--- src/rtl/ascon_arbiter.sv ---
// ascon_arbiter: round-robin arbiter that hands one of two requesters' ASCON jobs to a single core
//   clk, rst_n        : clock (rising edge), asynchronous active-low reset
//   req_i             : per-requester job request (level)
//   key_i, nonce_i    : requester n at [128n+127:128n]
//   ad_size_i, pt_size_i, delay_i : requester n at slice n
//   gnt_o             : one-hot grant / FIFO routing select
//   done_o, err_o     : one-cycle completion / timeout pulses
//   busy_o            : job in flight
//   tag_o, tag_owner_o: tag of the last completed job and its requester
//   core_*_o          : latched job configuration and start strobe towards the core
//   core_ready_i, core_tag_valid_i, core_tag_i : core handshake and result
module ascon_arbiter #(
    parameter int DATA_AW     = 7,
    parameter int DELAY_WIDTH = 16,
    parameter int TIMEOUT_W   = 20
) (
    input  logic                     clk,
    input  logic                     rst_n,
    input  logic [1:0]               req_i,
    input  logic [255:0]             key_i,
    input  logic [255:0]             nonce_i,
    input  logic [2*DATA_AW-1:0]     ad_size_i,
    input  logic [2*DATA_AW-1:0]     pt_size_i,
    input  logic [2*DELAY_WIDTH-1:0] delay_i,
    output logic [1:0]               gnt_o,
    output logic [1:0]               done_o,
    output logic                     err_o,
    output logic                     busy_o,
    output logic [127:0]             tag_o,
    output logic                     tag_owner_o,
    output logic [127:0]             core_key_o,
    output logic [127:0]             core_nonce_o,
    output logic [DATA_AW-1:0]       core_ad_size_o,
    output logic [DATA_AW-1:0]       core_pt_size_o,
    output logic [DELAY_WIDTH-1:0]   core_delay_o,
    output logic                     core_start_o,
    input  logic                     core_ready_i,
    input  logic                     core_tag_valid_i,
    input  logic [127:0]             core_tag_i
);
    typedef enum logic [1:0] {IDLE, START, WAIT_ACK, RUN} state_t;
    localparam logic [TIMEOUT_W-1:0] LIMIT    = '1;
    localparam logic [TIMEOUT_W-1:0] LIMIT_M1 = {{(TIMEOUT_W-1){1'b1}}, 1'b0};
    localparam logic [TIMEOUT_W-1:0] ONE      = {{(TIMEOUT_W-1){1'b0}}, 1'b1};
    state_t                   r_state, w_next;
    logic [1:0]               r_gnt, r_done;
    logic                     r_err, r_win, r_last, r_owner;
    logic [127:0]             r_tag, r_key, r_nonce;
    logic [DATA_AW-1:0]       r_ad, r_pt;
    logic [DELAY_WIDTH-1:0]   r_delay;
    logic [TIMEOUT_W-1:0]     r_timer;
    logic                     w_sel, w_grant, w_tag_done, w_timeout;
    always_comb begin
        // both requesting: the one not served last wins
        w_sel      = (req_i == 2'b11) ? ~r_last : req_i[1];
        w_grant    = (r_state == IDLE) && core_ready_i && (req_i != 2'b00);
        w_tag_done = (r_state == RUN) && core_tag_valid_i;
        // the timer would reach its limit at this edge; a tag in the same cycle takes precedence
        w_timeout  = (r_state == WAIT_ACK || r_state == RUN) && !w_tag_done && (r_timer >= LIMIT_M1);
        w_next     = r_state;
        case (r_state)
            IDLE:     w_next = w_grant ? START : IDLE;
            START:    w_next = WAIT_ACK;
            WAIT_ACK: w_next = w_timeout ? IDLE : (core_ready_i ? WAIT_ACK : RUN);
            RUN:      w_next = (w_tag_done || w_timeout) ? IDLE : RUN;
            default:  w_next = IDLE;
        endcase
    end
    always_ff @(posedge clk or negedge rst_n) begin
        if (!rst_n) begin
            r_state <= IDLE;
            r_gnt   <= 2'b00;
            r_done  <= 2'b00;
            r_err   <= 1'b0;
            r_win   <= 1'b0;
            r_last  <= 1'b1;
            r_owner <= 1'b0;
            r_tag   <= '0;
            r_key   <= '0;
            r_nonce <= '0;
            r_ad    <= '0;
            r_pt    <= '0;
            r_delay <= '0;
            r_timer <= '0;
        end else begin
            r_state <= w_next;
            r_done  <= 2'b00;
            r_err   <= 1'b0;
            if (w_grant) begin
                r_gnt   <= w_sel ? 2'b10 : 2'b01;
                r_win   <= w_sel;
                r_key   <= w_sel ? key_i[255:128] : key_i[127:0];
                r_nonce <= w_sel ? nonce_i[255:128] : nonce_i[127:0];
                r_ad    <= w_sel ? ad_size_i[2*DATA_AW-1:DATA_AW] : ad_size_i[DATA_AW-1:0];
                r_pt    <= w_sel ? pt_size_i[2*DATA_AW-1:DATA_AW] : pt_size_i[DATA_AW-1:0];
                r_delay <= w_sel ? delay_i[2*DELAY_WIDTH-1:DELAY_WIDTH] : delay_i[DELAY_WIDTH-1:0];
                r_timer <= '0;
            end else if (r_state == WAIT_ACK || r_state == RUN) begin
                r_timer <= (r_timer == LIMIT) ? r_timer : r_timer + ONE;
            end
            if (w_tag_done) begin
                r_tag   <= core_tag_i;
                r_owner <= r_win;
                r_last  <= r_win;
                r_done  <= r_gnt;
                r_gnt   <= 2'b00;
            end
            if (w_timeout) begin
                r_err <= 1'b1;
                r_gnt <= 2'b00;
            end
        end
    end
    assign gnt_o          = r_gnt;
    assign done_o         = r_done;
    assign err_o          = r_err;
    assign busy_o         = (r_state != IDLE);
    assign core_start_o   = (r_state == START);
    assign tag_o          = r_tag;
    assign tag_owner_o    = r_owner;
    assign core_key_o     = r_key;
    assign core_nonce_o   = r_nonce;
    assign core_ad_size_o = r_ad;
    assign core_pt_size_o = r_pt;
    assign core_delay_o   = r_delay;
endmodule

--- config.mk ---
export PLATFORM = sky130hd
export DESIGN_NAME = ascon_arbiter
export DESIGN_NICKNAME = d
export VERILOG_FILES = /design/src/rtl/ascon_arbiter.sv
export SDC_FILE = /design/constraint.sdc
export NUM_CORES = 1
export LEC_CHECK = 0
export ABC_AREA = 0
export ABC_CLOCK_PERIOD_IN_PS = 1550
export CELL_PAD_IN_SITES_DETAIL_PLACEMENT = 0
export CELL_PAD_IN_SITES_GLOBAL_PLACEMENT = 1
export CORE_AREA = 2 2 440 442
export DETAILED_ROUTE_END_ITERATION = 12
export DIE_AREA = 0 0 442 444
export GPL_ROUTABILITY_DRIVEN = 0
export PLACE_DENSITY = 0.51
export SETUP_SLACK_MARGIN = 0.3
export SLEW_MARGIN = 20
export SYNTH_ARGS = -nofsm -noshare
export SYNTH_HDL_FRONTEND = slang
export SYNTH_SLANG_ARGS = --single-unit
--- constraint.sdc ---
create_clock -name clk -period 1.55 [get_ports clk]
set_input_delay 0.31 -clock clk [delete_from_list [all_inputs] [get_ports clk]]
set_output_delay 0.31 -clock clk [all_outputs]
set_load 0.05 [all_outputs]
==> impl_metrics.yaml <==
run_status:
  status: "complete, but fails checks"
  violations: "negative setup slack"
timing:
  hold_viol_final: 0
  fin_skew_ps: 45.8
  whs_ps: 128
  fmax_mhz: 526
  max-slew-margin-rel: 0.498
  fin_crit_ps: 1900
  setup_ws_ps: -352
  fin_crit_sh: 1.23
  slew_violations: 0
  rsz0062_at_grt: "true"
  worst_pin_slew_ps: 751
  finalSetupViolCount: 746
clocking:
  cts-buffers-inserted: 61
  cts_root_buffer: "clkbuf_16"
  cts_sinks: 444
  clockBufferDepth: 3
  htreeDepth: 2
  path_clk_slew_ps: 60
  tritoncts: "yes"
  clkLatencyLatePin_ps: 700
die:
  die_area_um2: 196000
  die_x_um: 442
  chipHeight_um: 444
  rows: 161
  core_region_area_um2: 192000
  io_pins: 1128
  initial_core_util: 0.102
route:
  num_vias: 21600
  drc: 0
  firstDrtPassIters: 7
  drt_wl_total_um: 147000
  viasPerCell: 3.51
  initialDrtViolationCount: 1181
  ant_nets: 0
  post_drt_wl_per_cell_um: 23.9
pwr:
  p_leak_nw: 21.8
  vdd_drop_max_v: 0.00108
  finalPower_w: 0.105
  powerDensity_nw_per_um2: 2110
min_path:
  hold_class: "input pin to register"
finish:
  final_core_util: 0.259
  drive_gt1_frac: 0.484
  final_area_um2: 49500
  regArea_um2: 11300
  area_growth_pct: 152
  final_common_cell: "clkdlybuf4s50_1"
  fillerInstances: 20200
  final_cell_mix: "704 x clkdlybuf4s50_1, 479 x buf_12, 406 x nand2_1, 356 x buf_4, 306 x dfrtp_1"
  fin_nets: 4293
  multi_input_area_um2: 10200
global_route:
  grt_start_max_net_pins: 46
  grt_pass1_wl_um: 187000
  grt_remaining_overflow: 0
  grt_usage: 0.138
  grt_pass1_vias: 20800
  antenna_found_initial: 67
critical_path:
  crit_type: "register to register"
  crit_required_ps: 2170
  cp.arrival_ps: 2520
  cp_max_fo: 7
  critPathLaunchType: "register"
  critPathCaptureType: "register"
synthesis:
  syn-cell-area_um2: 19600
  synth.distinct_cells: 41
  yosysWarningCount: 0
  async_reset_ff_frac: 1.00
  ys_ff_latch: 444
  synth_ff_type: "dfrtp_1"
  synth_edf_count: 0
  synth_fp_nets: 2666
  avgSynthCellArea_um2: 10.0
  yosysSeqAreaShare: 0.566
  synthCells: 1958
place:
  place_ws_ps: -822
  place.port_buffers: 1127
  hpwl_um: 111000
  post_dp_cell_area_um2: 39500
run:
  drv_cap: 0
## logic make-up after synthesis
family	count (synthesis)	synth area share
multiplexers	298	0.152
adder cells (fa/ha/maj)	2	0.00127
AND/OR/NAND/NOR	760	0.153
AO/OA/AOI/OAI	319	0.0845
buffers and inverters	135	0.0428
flip-flops	444	0.566
## worst paths after layout
path	slack, ps	start	cells after the start	to
setup / recovery	-350	r_state[1]$_DFF_PN0_	7	core_key_o[78]$_DFFE_PN0P_
hold / removal	130	core_tag_i[47]	3	tag_o[47]$_DFFE_PN0P_
max in group asynchronous	180	rst_n	3	core_key_o[115]$_DFFE_PN0P_
min in group asynchronous	160	rst_n	3	tag_owner_o$_DFFE_PN0P_
setup reg to reg	-350	r_state[1]$_DFF_PN0_	7	core_key_o[78]$_DFFE_PN0P_
hold reg to reg	500	r_last$_DFFE_PN1P_	2	r_last$_DFFE_PN1P_
## state kept, by name, indices dropped and copies added, names as in the netlist, 7 cells and up
name / flops
r_timer: 20
core_pt_size_o: 7
tag_o: 128
core_nonce_o: 128
core_ad_size_o: 7
core_delay_o: 16
core_key_o: 128
## synth_stat cells, types with 2 or more instances
library cell  number  share of area
a21boi_0           2        0.00076
a21oi_1            7         0.0018
and2_1             5         0.0016
and3_1             7         0.0022
buf_2             47          0.012
buf_6             36          0.021
clkbuf_1          47         0.0090
dfrtp_1          443           0.56
ha_1               2         0.0013
inv_1              4        0.00076
mux2i_1          298           0.15
nand2_1          699           0.13
nand2b_1           2        0.00064
nand3_1           12         0.0031
nand4_1            6         0.0019
nor2_1             5        0.00096
nor3_1             6         0.0015
nor4_1             3        0.00096
o21ai_0           11         0.0028
o21ai_1          281          0.072
o21ai_2            5         0.0022
o31ai_1            6         0.0023
or3_1              3        0.00096
or4_1              4         0.0015
## stage by stage
step / TNS (ps) / instances
after CTS: -146280 / 5912
after global routing: -153210 / 6165
after floorplan: -14790 / 1958
after detailed placement: -187980 / 5671
after global placement: -187600 / 5671
final: -98340 / 6170
## timing repair
action / 4_1_cts / 5_1_grt
pin swaps: 63 / 222
hold endpoints to repair: 269 / 0
cloned: 55 / 39
setup buffers: 72 / 209
gates resized for setup: 323 / 667
hold buffers: 2 / 0
endpoints found under the setup margin: 866 / 881
## critical path, stage by stage, from the launching register on
cell and delay (ps):
dfrtp_1 390, buf_6 120, or3_4 480, buf_12 210, buf_16 170, buf_12 150
clkbuf_16 160, o21ai_2 100
## metal layers
layer  wire [um]  vias to the layer above  GRT usage
met3        9780                      197     0.0393
li1            -                     9916          -
met4        3060                       40     0.0277
met1       60600                    10700      0.170
met2       73500                      759      0.240
met5         235                        -          0
## power breakdown
group          leakage, nW  internal [W]  total, W  switching, W
clock                 1.00       0.00839    0.0145       0.00613
combinational         15.4        0.0328    0.0662        0.0334
sequential            5.41        0.0171    0.0240       0.00682
## area by class of cell
type,instances,share of cell area
Clock buffer,87,0.0354
Antenna cell,10,0.000505
Multi-Input combinational cell,1379,0.206
Clock inverter,25,0.00586
Timing Repair Buffer,1695,0.460
Tap cell,2526,0.0638
Sequential cell,444,0.228
Inverter,4,0.000303
(Power assumes the default switching activity.)
